[config.mk]
export PLATFORM = sky130hd
export DESIGN_NAME = axi2per_outstanding_tracker_flat
export DESIGN_NICKNAME = d
export VERILOG_FILES = /design/src/rtl/axi2per_outstanding_tracker_if.sv /design/src/rtl/axi2per_outstanding_tracker.sv /design/src/flat_wrapper.sv
export SDC_FILE = /design/constraint.sdc
export NUM_CORES = 1
export LEC_CHECK = 0
export ABC_AREA = 1
export BUFFER_PORTS_ARGS = -buffer_cell sky130_fd_sc_hd__buf_2
export CAP_MARGIN = 20
export CORE_UTILIZATION = 48
export CTS_BUF_LIST = sky130_fd_sc_hd__clkbuf_2 sky130_fd_sc_hd__clkbuf_4 sky130_fd_sc_hd__clkbuf_8
export CTS_CLUSTER_SIZE = 30
export DETAILED_ROUTE_END_ITERATION = 12
export PLACE_DENSITY = 0.87
export SYNTH_ARGS = -nofsm -noshare
export SYNTH_HDL_FRONTEND = slang
export SYNTH_SLANG_ARGS = --single-unit
[constraint.sdc]
create_clock -name clk_i -period 1.2 [get_ports clk_i]
set_input_delay 0.18 -clock clk_i [delete_from_list [all_inputs] [get_ports clk_i]]
set_output_delay 0.18 -clock clk_i [all_outputs]
set_load 0.02 [all_outputs]
[src/rtl/axi2per_outstanding_tracker_if.sv]
// Handshake bundle between the bridge FSMs and the outstanding tracker.
// Sync pulses flow in from the bridge; counts, stalls, busy and errors flow back.
interface axi2per_outstanding_tracker_if #(
  parameter int CNT_W = 4
);
  logic             aw_sync_i;
  logic             b_sync_i;
  logic             ar_sync_i;
  logic             r_sync_i;
  logic             clr_err_i;
  logic [CNT_W-1:0] aw_count_o;
  logic [CNT_W-1:0] ar_count_o;
  logic             aw_stall_o;
  logic             ar_stall_o;
  logic             busy_o;
  logic [3:0]       err_o;

  modport master (
    output aw_sync_i, b_sync_i, ar_sync_i, r_sync_i, clr_err_i,
    input  aw_count_o, ar_count_o, aw_stall_o, ar_stall_o, busy_o, err_o
  );

  modport slave (
    input  aw_sync_i, b_sync_i, ar_sync_i, r_sync_i, clr_err_i,
    output aw_count_o, ar_count_o, aw_stall_o, ar_stall_o, busy_o, err_o
  );
endinterface

[src/rtl/axi2per_outstanding_tracker.sv]
// Outstanding AW/AR tracker: saturating per-channel counters, request throttle,
// sticky under/overflow flags and a glitch-free busy with a programmable idle tail.
module axi2per_outstanding_tracker #(
  parameter int CNT_W       = 4,
  parameter int MAX_AW      = 8,
  parameter int MAX_AR      = 8,
  parameter int IDLE_CYCLES = 2
) (
  input  logic clk_i,
  input  logic rst_i,
  axi2per_outstanding_tracker_if.slave bus
);

  localparam int TMR_W = (IDLE_CYCLES > 0) ? $clog2(IDLE_CYCLES + 1) : 1;
  localparam logic [CNT_W-1:0] CNT_SAT = '1;
  localparam logic [CNT_W-1:0] AW_LIM  = CNT_W'(MAX_AW);
  localparam logic [CNT_W-1:0] AR_LIM  = CNT_W'(MAX_AR);
  localparam logic [TMR_W-1:0] TMR_LD  = TMR_W'(IDLE_CYCLES);

  if (MAX_AW < 1 || MAX_AW > (2**CNT_W) - 1) begin : g_bad_max_aw
    $error("MAX_AW out of range 1..2^CNT_W-1");
  end
  if (MAX_AR < 1 || MAX_AR > (2**CNT_W) - 1) begin : g_bad_max_ar
    $error("MAX_AR out of range 1..2^CNT_W-1");
  end

  // Channel 0 is write (AW/B), channel 1 is read (AR/R).
  logic [1:0]            inc, dec, ovf, udf;
  logic [1:0][CNT_W-1:0] cnt_q, cnt_d;
  logic [TMR_W-1:0]      tmr_q, tmr_d;
  logic [3:0]            err_q, err_d;
  logic                  tmr_load;

  assign inc = {bus.ar_sync_i, bus.aw_sync_i};
  assign dec = {bus.r_sync_i,  bus.b_sync_i};

  always_comb begin
    cnt_d = cnt_q;
    ovf   = '0;
    udf   = '0;
    for (int ch = 0; ch < 2; ch++) begin
      if (inc[ch] && !dec[ch]) begin
        if (cnt_q[ch] == CNT_SAT) ovf[ch]   = 1'b1;
        else                      cnt_d[ch] = cnt_q[ch] + 1'b1;
      end else if (dec[ch] && !inc[ch]) begin
        if (cnt_q[ch] == '0) udf[ch]   = 1'b1;
        else                 cnt_d[ch] = cnt_q[ch] - 1'b1;
      end
    end
  end

  // A fresh error wins over clear only for its own bit.
  assign err_d = (bus.clr_err_i ? 4'b0000 : err_q) | {udf[1], ovf[1], udf[0], ovf[0]};

  assign tmr_load = (cnt_q[0] != '0) || (cnt_q[1] != '0) || bus.aw_sync_i || bus.ar_sync_i;

  always_comb begin
    tmr_d = tmr_q;
    if (tmr_load)          tmr_d = TMR_LD;
    else if (tmr_q != '0)  tmr_d = tmr_q - 1'b1;
  end

  // NOTE: registers use non-blocking assignments so every flop samples the
  // pre-edge values of its peers; blocking here would create ordering races.
  always_ff @(posedge clk_i) begin
    if (rst_i) begin
      cnt_q <= '0;
      tmr_q <= '0;
      err_q <= '0;
    end else begin
      cnt_q <= cnt_d;
      tmr_q <= tmr_d;
      err_q <= err_d;
    end
  end

  assign bus.aw_count_o = cnt_q[0];
  assign bus.ar_count_o = cnt_q[1];
  assign bus.aw_stall_o = (cnt_q[0] >= AW_LIM);
  assign bus.ar_stall_o = (cnt_q[1] >= AR_LIM);
  assign bus.busy_o     = (cnt_q[0] != '0) || (cnt_q[1] != '0) || (tmr_q != '0);
  assign bus.err_o      = err_q;

endmodule

[src/flat_wrapper.sv]
// flat-port wrapper written by rule: the top's interface ports become plain ports
module axi2per_outstanding_tracker_flat 
#(
  parameter int CNT_W       = 4,
  parameter int MAX_AW      = 8,
  parameter int MAX_AR      = 8,
  parameter int IDLE_CYCLES = 2
)
  (clk_i, rst_i, bus_aw_sync_i, bus_b_sync_i, bus_ar_sync_i, bus_r_sync_i, bus_clr_err_i, bus_aw_count_o, bus_ar_count_o, bus_aw_stall_o, bus_ar_stall_o, bus_busy_o, bus_err_o);
  axi2per_outstanding_tracker_if #(.CNT_W(CNT_W)) bus_i ();
  input  logic clk_i;
  input  logic rst_i;
  input wire logic [$bits(bus_i.aw_sync_i)-1:0] bus_aw_sync_i;
  input wire logic [$bits(bus_i.b_sync_i)-1:0] bus_b_sync_i;
  input wire logic [$bits(bus_i.ar_sync_i)-1:0] bus_ar_sync_i;
  input wire logic [$bits(bus_i.r_sync_i)-1:0] bus_r_sync_i;
  input wire logic [$bits(bus_i.clr_err_i)-1:0] bus_clr_err_i;
  output wire logic [$bits(bus_i.aw_count_o)-1:0] bus_aw_count_o;
  output wire logic [$bits(bus_i.ar_count_o)-1:0] bus_ar_count_o;
  output wire logic [$bits(bus_i.aw_stall_o)-1:0] bus_aw_stall_o;
  output wire logic [$bits(bus_i.ar_stall_o)-1:0] bus_ar_stall_o;
  output wire logic [$bits(bus_i.busy_o)-1:0] bus_busy_o;
  output wire logic [$bits(bus_i.err_o)-1:0] bus_err_o;
  assign bus_i.aw_sync_i = bus_aw_sync_i;
  assign bus_i.b_sync_i = bus_b_sync_i;
  assign bus_i.ar_sync_i = bus_ar_sync_i;
  assign bus_i.r_sync_i = bus_r_sync_i;
  assign bus_i.clr_err_i = bus_clr_err_i;
  assign bus_aw_count_o = bus_i.aw_count_o;
  assign bus_ar_count_o = bus_i.ar_count_o;
  assign bus_aw_stall_o = bus_i.aw_stall_o;
  assign bus_ar_stall_o = bus_i.ar_stall_o;
  assign bus_busy_o = bus_i.busy_o;
  assign bus_err_o = bus_i.err_o;
  axi2per_outstanding_tracker #(.CNT_W(CNT_W), .MAX_AW(MAX_AW), .MAX_AR(MAX_AR), .IDLE_CYCLES(IDLE_CYCLES)) u_core (.clk_i(clk_i), .rst_i(rst_i), .bus(bus_i));
endmodule
* Word level (Yosys, flattened, before mapping)
Cells that the tools add are included.
** Storage, ports and cells
- Register bits after elaboration :: 14
- Input port bits :: 7
- Output and inout port bits :: 15
- Logic and storage cells :: 63
** Operators by class
- $add $sub $neg :: 5
- $lt $le $gt $ge :: 2
- Eq/ne operators :: 6
- Multiplexer cells :: 21
- Bitwise logic cells :: 1
- Reduce and logical (&&, ||, !) cells :: 23
** Operators by type and width (number)
- $mux 4 :: 9
- $mux 1 :: 10
- $add 4x1->4 const B :: 2
- $eq 4x4->1 const B :: 2
- $ge 4x4->1 const B :: 2
- $logic_not 4->1 :: 2
- $reduce_bool 2->1 :: 4
- $reduce_bool 4->1 :: 2
- $sub 4x1->4 const B :: 2
- $reduce_and 3->1 :: 2
- $logic_and 1x1->1 :: 4
- $logic_not 1->1 :: 4
- $logic_or 1x1->1 :: 4
- $mux 2 :: 2
- $ne 2x1->1 const B :: 2
- $ne 2x2->1 const B :: 2
- $or 4x4->4 :: 1
- $reduce_or 2->1 :: 1
- $sub 2x1->2 const B :: 1

* Depth between registers and ports, before layout
Gate-level depths: netlist of the first run.
- Depth after elaboration :: 5
- Mapped depth :: 11
- Depth with buffers taken out :: 11

* Worst setup path before layout of the first run
No wires, ideal clock.
- Path type :: register to register
- Start :: reg u_core.cnt_q (netlist bit u_core.bus.aw_count_o[2])
- End :: reg u_core.cnt_q (netlist bit u_core.bus.aw_count_o[3])
- Library setup time :: 0.128 ns
- Arrival time :: 1.197 ns
- Required time :: 1.072 ns
- Path slack :: -0.125 ns
- Cell stages (with the launch flop) :: 8
- Path buffers :: 0
- Clock period less this slack :: 1.325 ns
- Cell sequence :: dfxtp_1 ha_1 nand2_1 nand2_1 o21ai_0 nand2_1 nand2_1 a21oi_1
** On the way
- Cells in the longest elaborated chain, start to end :: 4
** RTL lines
- start, declared :: line axi2per_outstanding_tracker.sv:29 : logic [1:0][CNT_W-1:0] cnt_q, cnt_d;
- start signal, assigned :: line axi2per_outstanding_tracker.sv:71 : cnt_q <= cnt_d;
- $sub 4x1->4 :: line axi2per_outstanding_tracker.sv:47 : else cnt_d[ch] = cnt_q[ch] - 1'b1;
- $mux 4 :: line axi2per_outstanding_tracker.sv:46 : if (cnt_q[ch] == '0) udf[ch] = 1'b1;
- $mux 4 :: line axi2per_outstanding_tracker.sv:45 : end else if (dec[ch] && !inc[ch]) begin
- $mux 4 :: line axi2per_outstanding_tracker.sv:42 : if (inc[ch] && !dec[ch]) begin
Several ways; a longest one is shown, not always the timed one. The select of a mux whose other input is x is not followed.
A chain may end at the register's enable or synchronous reset.

* Worst setup path after layout of the first run
Same ends and word-level chain as after synthesis.

==> summary.txt, run 1 <==
Outcome
  – Status: finished, violations left
  – Failing checks: design-rule violations, negative setup slack

Setup path
  – Worst path max stage delay: 410 ps
  – FF-to-FF Start: u_core.bus.aw_count_o[2]
  – Crit Path Max Fanout: 3
  – Req. time, crit path: 1420 ps
  – Critical path cell sequence: ha_4 -> nand2_1 -> nand2_1 -> nor2_1 -> nand3_1 -> nand2_1 -> nand2_1 -> a21oi_1
  – Buf/Inv on CP: 0
  – Worst setup path category: flip-flop to flip-flop
  – Max stage delay cell, worst path: dfxtp_2
  – Worst path arrival time: 1720 ps
  – Worst Setup SP: u_core.bus.aw_count_o[2]
  – Crit path max-delay family: simple AND/OR/NAND/NOR gates
  – CP endpoint kind: flip-flop
  – Crit path top cell by count: nand2_1
  – Startpoint class of the critical path: flip-flop

Placed design
  – HPWL Detailed: 1.66 mm
  – DP Cell Count: 178
  – Placed instance area: 1100 um2
  – GP Congestion: 0.846
  – I/O Buffers: 21

Drt
  – ANT nets after route: 0
  – DR iter-0 viols: 102
  – Drt drc: 3
  – DR pass1 iterations: 9
  – Via count: 1185
  – Vias per inst: 6.11
  – WL/cell: 20.2 um
  – Post-Route WL: 3.92 mm

Power
  – LEAKAGE: 0.736 nW
  – Clock Power Share: 17.2%
  – Pwr/cell area: 1370 nW/um2
  – Sequential share of power: 29.0%
  – Total power: 2.02 mW
  – NetSw: 0.814 mW
  – Gate power share: 53.9%
  – Worst ir drop on vdd: 1.21 mV
  – Internal power: 1.21 mW
  – Switching Share: 40.3%

Clock network
  – CTS H-Tree Depth: 1
  – TritonCTS clock tree: done
  – Clock slew at reported path FFs: 90 ps
  – Clk_lat worst skew: 280 ps
  – Clk Tree Root Cell: clkbuf_4
  – CTS buffer count: 3
  – CTS sink count: 14
  – Clock buffer depth: 2
  – CTS Hold Bufs: 0

Global route
  – Vias in the first global route: 1047
  – Grt met1 use: 45.8%
  – Overall routing resource usage: 37.6%
  – Largest net degree at the start of global routing: 9
  – GRT met2 Usage: 64.5%
  – Global routing met3 resource utilization: 8.75%
  – Wire length of the first global-routing pass: 5.07 mm
  – GR Overflow Total: 0
  – Busiest grt layer: met2
  – Initial antenna violation count: 0

Yosys
  – Sequential fraction of the synthesis area: 33.5%
  – Synth Register Bits: 14
  – Mean Syn Cell Area: 6.64 um2
  – Leading area contributor after synthesis: dfxtp_1
  – Synth cell types: 21
  – Synth warn: 0
  – Top-area cell type share of the netlist area: 33.5%
  – Synth Cell Area: 837 um2
  – Syn_nets: 138
  – Synth Instances: 126
  – Area contributors post-synth: dfxtp_1 (33%), nand2_1 (13%), nor2_1 (9.0%)

STA
  – Worst hold slack: 183 ps
  – Hold Fails Final Rpt: 0
  – Final setup fails: 15
  – Final Worst Setup Slack: -299 ps
  – Fmax: 667 MHz
  – Post-route setup TNS: -1850 ps
  – Minimum clock period: 1500 ps
  – Slew headroom: 77.4%
  – Max Slew Vio Count: 0
  – Final Cycle Share: 125%
  – RSZ-0062 raised after global routing: yes
  – Final Skew: 1.56 ps
  – Slew @ Worst Pin: 339 ps

Floorplanning
  – Initial core utilization: 53.7%
  – Die Ht: 43.8 um
  – Core box area: 1560 um2
  – Die area: 1910 um2
  – Std-Cell Rows: 14
  – IO Pins: 22
  – Die W: 43.8 um

Cells and area
  – Fin cells: 194
  – Diode count: 0
  – Design area: 1480 um2
  – P&R area growth vs syn: 76.7%
  – Ratio of cells with drive above 1 in the final layout: 56.2%
  – Final nets: 191

Run
  – Number of max-cap violations: 0

Hold path
  – Min-delay src: rst_i
  – Hold WC Path Type: primary input to flip-flop
registers in the layout, summed over array words and instances, names as in the netlist:
name                   cells
u_core.bus.aw_count_o      4
u_core.bus.err_o           4
u_core.bus.ar_count_o      4
u_core.tmr_q               2
final cells by class:
| cell class | count | area, um2 |
|---|---|---|
| Sequential cell | 14 | 299 |
| Fill cell | 45 | 80.1 |
| Timing Repair Buffer | 51 | 399 |
| Clock buffer | 4 | 36.3 |
| Tap cell | 16 | 20.0 |
| Multi-Input combinational cell | 90 | 643 |
| Inverter | 19 | 81.3 |
power groups by stage:
stage	sequential [mW]	combinational, mW	clock [mW]
2_1_floorplan	0.633	0.311	0
3_5_place_dp	0.579	0.592	0
3_3_place_gp	0.577	0.565	0
4_1_cts	0.571	0.811	0.343
5_1_grt	0.588	1.12	0.372
6_report	0.585	1.09	0.347
cells in the mapped netlist, drive strengths merged:
cell type,number
dfxtp,14
ha,4
nor2,20
clkbuf,3
nand3b,2
fa,1
nand4,3
a2bb2oi,2
nand3,8
o21ai,7
inv,19
nor3,1
a21oi,7
xnor2,1
nand2,33
xor2,1
worst register-to-register path, delay by kind of cell (launching register included):
family,cells,cell delay (ps)
AND/OR/NAND/NOR,6,670
AO/OA/AOI/OAI,1,120
adder cells (fa/ha/maj),1,240
flip-flops,1,410
layout by cell type (no fill, tap or decap):
cell type,n
a21oi_2,3
inv_4,1
nor3_2,1
dfxtp_1,7
a2bb2oi_1,2
xnor2_1,1
clkbuf_8,1
clkbuf_4,3
inv_2,4
nand3b_1,2
nand4_1,3
nand2_8,1
ha_2,1
buf_4,19
nor2_4,3
nand2_2,5
nand3_2,2
nand2_1,24
xor2_1,1
buf_12,1
nand2_4,3
nand3_4,2
ha_4,3
o21ai_1,3
a21oi_1,4
nand3_1,4
nor2_1,14
o21ai_2,4
dfxtp_2,3
dfxtp_4,4
nor2_2,3
buf_2,18
inv_8,1
fa_2,1
buf_6,13
inv_1,13
repair_timing:
item                                    4_1_cts  5_1_grt
endpoints found under the setup margin        5       14
resized for setup                            33       35
setup buffers                                12        3
hold endpoints to repair                      0        0
pin swaps                                    18       12
layer usage:
metal | wire length, um | up-vias
met5 | 0 | -
met4 | 197 | 0
met3 | 383 | 26
met2 | 1830 | 105
met1 | 1520 | 547
li1 | - | 507
worst paths after layout:
check                             endpoint  slack [ps]  cells after the start
setup / recovery  u_core.bus.aw_count_o[3]        -300                      8
hold / removal    u_core.bus.aw_count_o[3]         180                      2
setup reg to reg  u_core.bus.aw_count_o[3]        -300                      8
hold reg to reg        u_core.bus.err_o[3]         500                      2
logic make-up (layout without fill, tap and decap cells):
kind of cell | count (synthesis) | after routing | share of synthesized area (%)
AO/OA/AOI/OAI | 16 | 16 | 10.9
XOR/XNOR | 2 | 2 | 2.09
adder cells (fa/ha/maj) | 5 | 5 | 8.37
buffers and inverters | 22 | 74 | 9.87
flip-flops | 14 | 14 | 33.5
AND/OR/NAND/NOR | 67 | 67 | 35.3
through the flow:
stage                     worst slack [ps]  utilization (%)
after global routing                  -316             94.9
after floorplan                      -29.5                -
after detailed placement              -211             70.9
final                                 -299             94.9
after global placement                -108             70.9
after CTS                             -146             86.4
Note: power is estimated with default switching activity, not from simulation.
==> run 2: changes to the inputs <==
ABC_AREA = default   (was 1)
CAP_MARGIN = default   (was 20)
CORE_UTILIZATION = 47   (was 48)
PLACE_DENSITY = 0.86   (was 0.87)
==> run 2 against run 1 <==
  * The run ends with negative setup slack left
  * Power rose by 11%
  * Highest routed layer unchanged
  * Core utilization is 1.7 points lower
  * Design area is 5.1% lower
  * First-iteration DRC count decreased by 66%
  * Critical endpoint is now bus_busy_o
  * Global-route usage fell by 6.4 points
==> summary.txt, run 2 <==
Outcome
  – Status: finished, violations left
  – Failing checks: negative setup slack

Power
  – Clock Power Share: 15.5% (-1.7 points)
  – NetSw: 0.864 mW (+6.1%)
  – LEAKAGE: 0.587 nW (-20%)
  – Switching Share: 38.6% (-1.7 points)
  – Sequential share of power: 28.7% (-0.3 points)
  – Worst ir drop on vdd: 1.08 mV (-10%)
  – Internal power: 1.38 mW (+14%)
  – Pwr/cell area: 1600 nW/um2 (+17%)
  – Gate power share: 55.8% (+1.9 points)

Floorplanning
  – Core box area: 1510 um2 (-3.4%)
  – Std-Cell Rows: 14 (unchanged)
  – IO Pins: 22 (unchanged)
  – Die area: 1770 um2 (-7.6%)
  – Initial core utilization: 50.1% (-3.6 points)
  – Die W: 42.1 um (-3.9%)
  – Die Ht: 42.1 um (-3.9%)

Yosys
  – Post-synth EDFFs: 0 (unchanged)
  – Sequential fraction of the synthesis area: 37.1% (+3.7 points)
  – Synth warn: 0 (unchanged)
  – Area contributors post-synth: dfxtp_1 (37%), ha_1 (6.6%), a21oi_1 (6.0%)
  – Syn_nets: 96 (-30%)
  – Commonest cells in the netlist: dfxtp_1 (14), a21oi_1 (9), nor2_1 (8), nand2b_1 (6)
  – Synth Instances: 84 (-33%)
  – Synth cell types: 33 (+57%)
  – Main synth FF type: dfxtp_1
  – Most common cell in the netlist: dfxtp_1
  – Async SR Flop Fraction: 0% (unchanged)
  – Mean Syn Cell Area: 8.98 um2 (+35%)
  – Synth Register Bits: 14 (unchanged)
  – Leading area contributor after synthesis: dfxtp_1
  – Top-area cell type share of the netlist area: 37.1% (+3.7 points)
  – Synth Cell Area: 754 um2 (-9.9%)

STA
  – Final Cycle Share: 148% (+23 points)
  – Final Worst Setup Slack: -577 ps (-278 ps)
  – Hold Fails Final Rpt: 0 (unchanged)
  – Max Slew Vio Count: 0 (unchanged)
  – Final setup fails: 12 (-3)
  – Slew headroom: 78.4% (+1.0 points)
  – RSZ-0062 raised after global routing: yes
  – Slew @ Worst Pin: 324 ps (-14.7 ps)
  – Final Skew: 3.58 ps (+2.02 ps)
  – Fmax: 563 MHz (-16%)
  – Minimum clock period: 1780 ps (+278 ps)

Global route
  – Overall routing resource usage: 31.1% (-6.4 points)
  – Vias in the first global route: 947 (-9.6%)
  – Initial antenna violation count: 0 (unchanged)
  – GR Overflow Total: 0 (unchanged)
  – Largest net degree at the start of global routing: 16 (+7)
  – Wire length of the first global-routing pass: 4.16 mm (-18%)

Cells and area
  – Diode count: 0 (unchanged)
  – P&R area growth vs syn: 86.1%
  – Most frequent cells in the layout: buf_4 (23), buf_2 (17), buf_6 (11), a21oi_1 (6), nor2_1 (6)
  – Ratio of cells with drive above 1 in the final layout: 69.1% (+13 points)
  – Final nets: 149 (-22%)
  – Commonest non-fill, non-tap cell in the layout: buf_4
  – FILL cells: 51 (+13%)
  – Post-layout util: 93.2% (-1.7 points)

Placed design
  – HPWL Detailed: 1.50 mm (-10%)
  – I/O Buffers: 21 (unchanged)
  – GP Congestion: 0.879 (+4.0%)
  – Pre-CTS setup slack: -456 ps (-245 ps)

Clock network
  – Clock buffer depth: 2 (unchanged)
  – Clk_lat worst skew: 280 ps (about the same)
  – CTS H-Tree Depth: 1 (unchanged)
  – TritonCTS clock tree: done
  – Clk Tree Root Cell: clkbuf_4
  – CTS sink count: 14 (unchanged)
  – CTS buffer count: 3 (unchanged)
  – Clock slew at reported path FFs: 90 ps (about the same)

Drt
  – Drt drc: 0 (-3)
  – ANT nets after route: 0 (unchanged)
  – Vias per inst: 6.24 (+2.2%)
  – DR iter-0 viols: 35 (-66%)
  – Via count: 949 (-20%)
  – Post-Route WL: 3.32 mm (-16%)
  – DR pass1 iterations: 4 (-5)
  – WL/cell: 21.8 um (+7.8%)

Setup path
  – Req. time, crit path: 1020 ps (-400 ps)
  – Worst path arrival time: 1600 ps (-120 ps)
  – Reg2reg setup slack: -460 ps (-160 ps)
  – Startpoint class of the critical path: flip-flop
  – CP endpoint kind: primary output
  – Max stage delay cell, worst path: dfxtp_4
  – Crit path max-delay family: simple AND/OR/NAND/NOR gates
  – Buf/Inv on CP: 1 (+1)
  – Crit Path Max Fanout: 2 (-1)
  – Worst setup path category: flip-flop to primary output
  – Worst path max stage delay: 370 ps (-40 ps)
  – Critical path cell sequence: nor4_4 -> nand2_1 -> or3_1 -> buf_6

Run
  – Number of max-cap violations: 0 (unchanged)

Hold path
  – Hold WC Path Type: primary input to flip-flop
## run 2: cell type report
cell class | count | area [um2] | area share [%]
clock buffer | 4 | 36.3 | 2.58
inverter | 2 | 7.51 | 0.535
multi-input combinational | 65 | 657 | 46.8
sequential | 14 | 302 | 21.5
tap | 16 | 20.0 | 1.43
timing repair buffer | 51 | 382 | 27.2
## run 2: worst paths after layout
path,startpoint,endpoint,depth (start not counted)
hold / removal,rst_i,u_core.tmr_q[0],3
setup / recovery,u_core.bus.ar_count_o[1],bus_busy_o,4
hold reg to reg,u_core.bus.err_o[1],u_core.bus.err_o[1],2
setup reg to reg,u_core.bus.aw_count_o[2],u_core.bus.aw_count_o[3],6
## run 2: stage by stage
step / hold slack, ps / instances / TNS (ps) / instance area [um2] / total power, mW
floorplan: 243 / 84 / -1300 / 817 / 1.10
global placement: 416 / 142 / -2330 / 1110 / 1.39
detailed placement: 428 / 142 / -2650 / 1110 / 1.43
CTS: 152 / 152 / -2320 / 1320 / 2.02
global route: 194 / 152 / -3680 / 1400 / 2.32
finish: 198 / 152 / -3000 / 1400 / 2.24
## run 2: repair_timing
action                     CTS  global route
pin swaps                   19            17
hold buffers                 0             0
setup endpoints to repair   12            16
setup buffers                7             2
gates resized for setup     25            25
## run 2: cell families after synthesis
logic type / Yosys count / share of synthesized area (%)
flip-flops: 14 / 37.1
buffers and inverters: 5 / 2.49
AND/OR/NAND/NOR: 33 / 25.7
XOR/XNOR: 5 / 5.80
AO/OA/AOI/OAI: 20 / 16.7
adder cells (fa/ha/maj): 5 / 9.29
multiplexers: 2 / 2.82
## run 2: worst register-to-register path: stages, from the launching register on
cell      delay (ps)
dfxtp_4          370
buf_6            130
ha_4             230
a21oi_4          160
a211oi_2          90
a31oi_1          210
mux2_2           370
## run 2: layer usage
| metal | up-vias | track usage [%] | wire length [um] |
|---|---|---|---|
| met5 | - | 0 | 0 |
| met4 | 0 | 10.6 | 253 |
| met3 | 30 | 5.17 | 161 |
| met2 | 52 | 61.9 | 1730 |
| met1 | 454 | 32.2 | 1170 |
| li1 | 413 | - | - |
## run 2: power groups by stage
stage	Sequential (mW)	Clock, mW	Combinational [mW]
final	0.643	0.347	1.25
after global routing	0.649	0.368	1.30
after CTS	0.632	0.346	1.04
after detailed placement	0.635	0	0.790
after global placement	0.629	0	0.765
after floorplan	0.725	0	0.375
==> run 3: changes to the inputs <==
PLACE_DENSITY = 0.74   (was 0.86)
==> run 3 against run 2 <==
  * The run still ends with negative setup slack left
  * Die area unchanged
  * Power is 9.8% higher
  * Core utilization is 1.2 points higher
  * Clock-buffer cell count unchanged
  * Maximum frequency down 4.0%
  * Non-clock buffer count stayed put
  * Flip-flop and latch count did not move
  * Combinational power up 14%
  * Sequential power rose by 3%
  * Critical path depth is the same
  * Global-route usage increased by 5.3 points
==> summary.txt, run 3 (same netlist as run 2, synthesis figures left out) <==
Placed design
  – GP Congestion: 0.859 (-2.2%)
  – Placed instance area: 1100 um2 (-0.68%)
  – HPWL Detailed: 1.51 mm (+1.2%)
  – I/O Buffers: 21 (unchanged)
  – DP Cell Count: 141 (-0.70%)

Drt
  – Vias per inst: 6.33 (+1.4%)
  – DR iter-0 viols: 53 (+51%)
  – ANT nets after route: 0 (unchanged)
  – DR pass1 iterations: 4 (unchanged)
  – Post-Route WL: 3.66 mm (+10%)
  – Via count: 962 (+1.4%)
  – WL/cell: 24.1 um (+10%)
  – Drt drc: 0 (unchanged)

Hold path
  – Min-delay src: bus_ar_sync_i
  – Hold-critical path endpoint: u_core.tmr_q[1]
  – WHS Path Cells: 3 (unchanged)
  – Hold WC Path Type: primary input to flip-flop

STA
  – Slew headroom: 73.8% (-4.6 points)
  – Max Slew Vio Count: 0 (unchanged)
  – Final Cycle Share: 154% (+6.1 points)
  – Final Worst Setup Slack: -651 ps (-73.7 ps)
  – Final setup fails: 15 (+3)
  – RSZ-0062 raised after global routing: yes
  – Final Skew: 3.44 ps (-0.140 ps)
  – Fmax: 540 MHz (-4.0%)
  – Worst hold slack: 199 ps (+0.830 ps)
  – Hold Fails Final Rpt: 0 (unchanged)
  – Slew @ Worst Pin: 391 ps (+66.7 ps)
  – Minimum clock period: 1850 ps (+73.7 ps)

Setup path
  – Startpoint class of the critical path: flip-flop
  – Crit Path Max Fanout: 3 (+1)
  – Worst reg2reg endpoint: u_core.bus.ar_count_o[3]
  – Req. time, crit path: 1020 ps (about the same)
  – FF-to-FF Start: u_core.bus.ar_count_o[0]
  – CP endpoint kind: primary output
  – Reg2reg setup slack: -410 ps (+50 ps)
  – Worst path arrival time: 1670 ps (+70 ps)
  – R2R cell count: 5 (-1)
  – Worst setup path category: flip-flop to primary output

Floorplanning
  – Die W: 42.1 um (unchanged)
  – IO Pins: 22 (unchanged)
  – Core box area: 1510 um2 (unchanged)
  – Die area: 1770 um2 (unchanged)
  – Std-Cell Rows: 14 (unchanged)
  – Initial core utilization: 50.1% (unchanged)
  – Die Ht: 42.1 um (unchanged)

Outcome
  – Failing checks: negative setup slack
  – Status: finished, violations left

Clock network
  – CTS sink count: 14 (unchanged)
  – CTS H-Tree Depth: 1 (unchanged)
  – Clock buffer depth: 2 (unchanged)
  – Clk_lat worst skew: 290 ps (about the same)
  – Clk Tree Root Cell: clkbuf_4
  – CTS Hold Bufs: 0 (unchanged)
  – TritonCTS clock tree: done
  – CTS buffer count: 3 (unchanged)
  – Clock slew at reported path FFs: 100 ps (about the same)

Power
  – Pwr/cell area: 1730 nW/um2 (+8.3%)
  – LEAKAGE: 0.589 nW (+0.28%)
  – Clock Power Share: 14.9% (-0.6 points)
  – NetSw: 0.978 mW (+13%)
  – Worst ir drop on vdd: 1.25 mV (+15%)
  – Sequential share of power: 26.9% (-1.8 points)
  – Gate power share: 58.2% (+2.4 points)
  – Switching Share: 39.8% (+1.2 points)
  – Internal power: 1.48 mW (+7.6%)

Cells and area
  – Multi-input logic area: 672 um2 (+2.3%)
  – Fin cells: 152 (unchanged)
  – Commonest non-fill, non-tap cell in the layout: buf_4
  – Sequential cell area: 304 um2 (+0.83%)
  – Post-layout util: 94.4% (+1.2 points)
  – Final nets: 149 (unchanged)
  – Most frequent cells in the layout: buf_4 (21), buf_2 (18), buf_6 (12), nor2_1 (6)
  – P&R area growth vs syn: 88.6%
  – Design area: 1420 um2 (+1.3%)
  – Ratio of cells with drive above 1 in the final layout: 72.8% (+3.7 points)
  – FILL cells: 43 (-16%)
  – Diode count: 0 (unchanged)

Global route
  – Initial antenna violation count: 0 (unchanged)
  – GR Overflow Total: 0 (unchanged)
  – Largest net degree at the start of global routing: 16 (unchanged)
  – Vias in the first global route: 932 (-1.6%)
  – Wire length of the first global-routing pass: 4.54 mm (+9.1%)
  – Overall routing resource usage: 36.4% (+5.3 points)

Run
  – Number of max-cap violations: 0 (unchanged)
==> run 3: cell counts in the layout (fill, tap and decap cells not counted) <==
Identical to the previous run, type by type.
==> run 3: worst max path at each step <==
stage / slack [ps] / start / end / cells past startpoint
2_1_floorplan: -290 / bus_r_sync_i / u_core.bus.ar_count_o[3] / 7
3_3_place_gp: -450 / bus_b_sync_i / u_core.bus.aw_count_o[3] / 7
3_5_place_dp: -480 / bus_ar_sync_i / u_core.bus.ar_count_o[3] / 8
4_1_cts: -510 / u_core.bus.ar_count_o[1] / bus_busy_o / 4
5_1_grt: -660 / u_core.bus.aw_count_o[3] / bus_busy_o / 4
6_report: -650 / u_core.bus.ar_count_o[3] / bus_busy_o / 4
==> run 3: metal layers <==
metal / vias to the layer above / GRT usage [%] / wire length, um
li1: 411 / - / -
met1: 431 / 35.2 / 1250
met2: 84 / 64.7 / 1840
met3: 36 / 6.03 / 282
met4: 0 / 33.1 / 282
met5: - / 0 / 0
==> run 3: per-stage QoR <==
| stage | power (mW) | setup TNS, ps | setup WS, ps |
|---|---|---|---|
| after floorplan | 1.10 | -1300 | -288 |
| after global placement | 1.44 | -2550 | -446 |
| after detailed placement | 1.48 | -2900 | -476 |
| after CTS | 2.23 | -2710 | -510 |
| after global routing | 2.54 | -4550 | -663 |
| final | 2.46 | -3990 | -651 |
==> run 3: layout make-up <==
class                      count  share of cell area [%]
inverter                       2                   0.528
multi-input combinational     65                    47.2
clock buffer                   4                    2.55
timing repair buffer          51                    26.9
sequential                    14                    21.4
tap                           16                    1.41
==> run 3: repair_timing <==
item                                    in CTS  in global routing
pin swaps                                   13                 17
gates resized for setup                     38                 17
buffers inserted                            38                  3
endpoints found under the setup margin      12                 15
==> run 3: critical path, cell delays in order, from the launching register on <==
cell     delay (ps)
dfxtp_2         360
nor4_4          400
nand2_2         130
or3_4           350
buf_6           140
==> run 3: power groups by stage <==
| stage | Sequential, mW | Clock (mW) | Combinational (mW) |
|---|---|---|---|
| after global placement | 0.635 | 0 | 0.806 |
| after detailed placement | 0.640 | 0 | 0.843 |
| after CTS | 0.641 | 0.348 | 1.24 |
| after floorplan | 0.725 | 0 | 0.375 |
| after global routing | 0.664 | 0.391 | 1.48 |
| final | 0.661 | 0.366 | 1.43 |
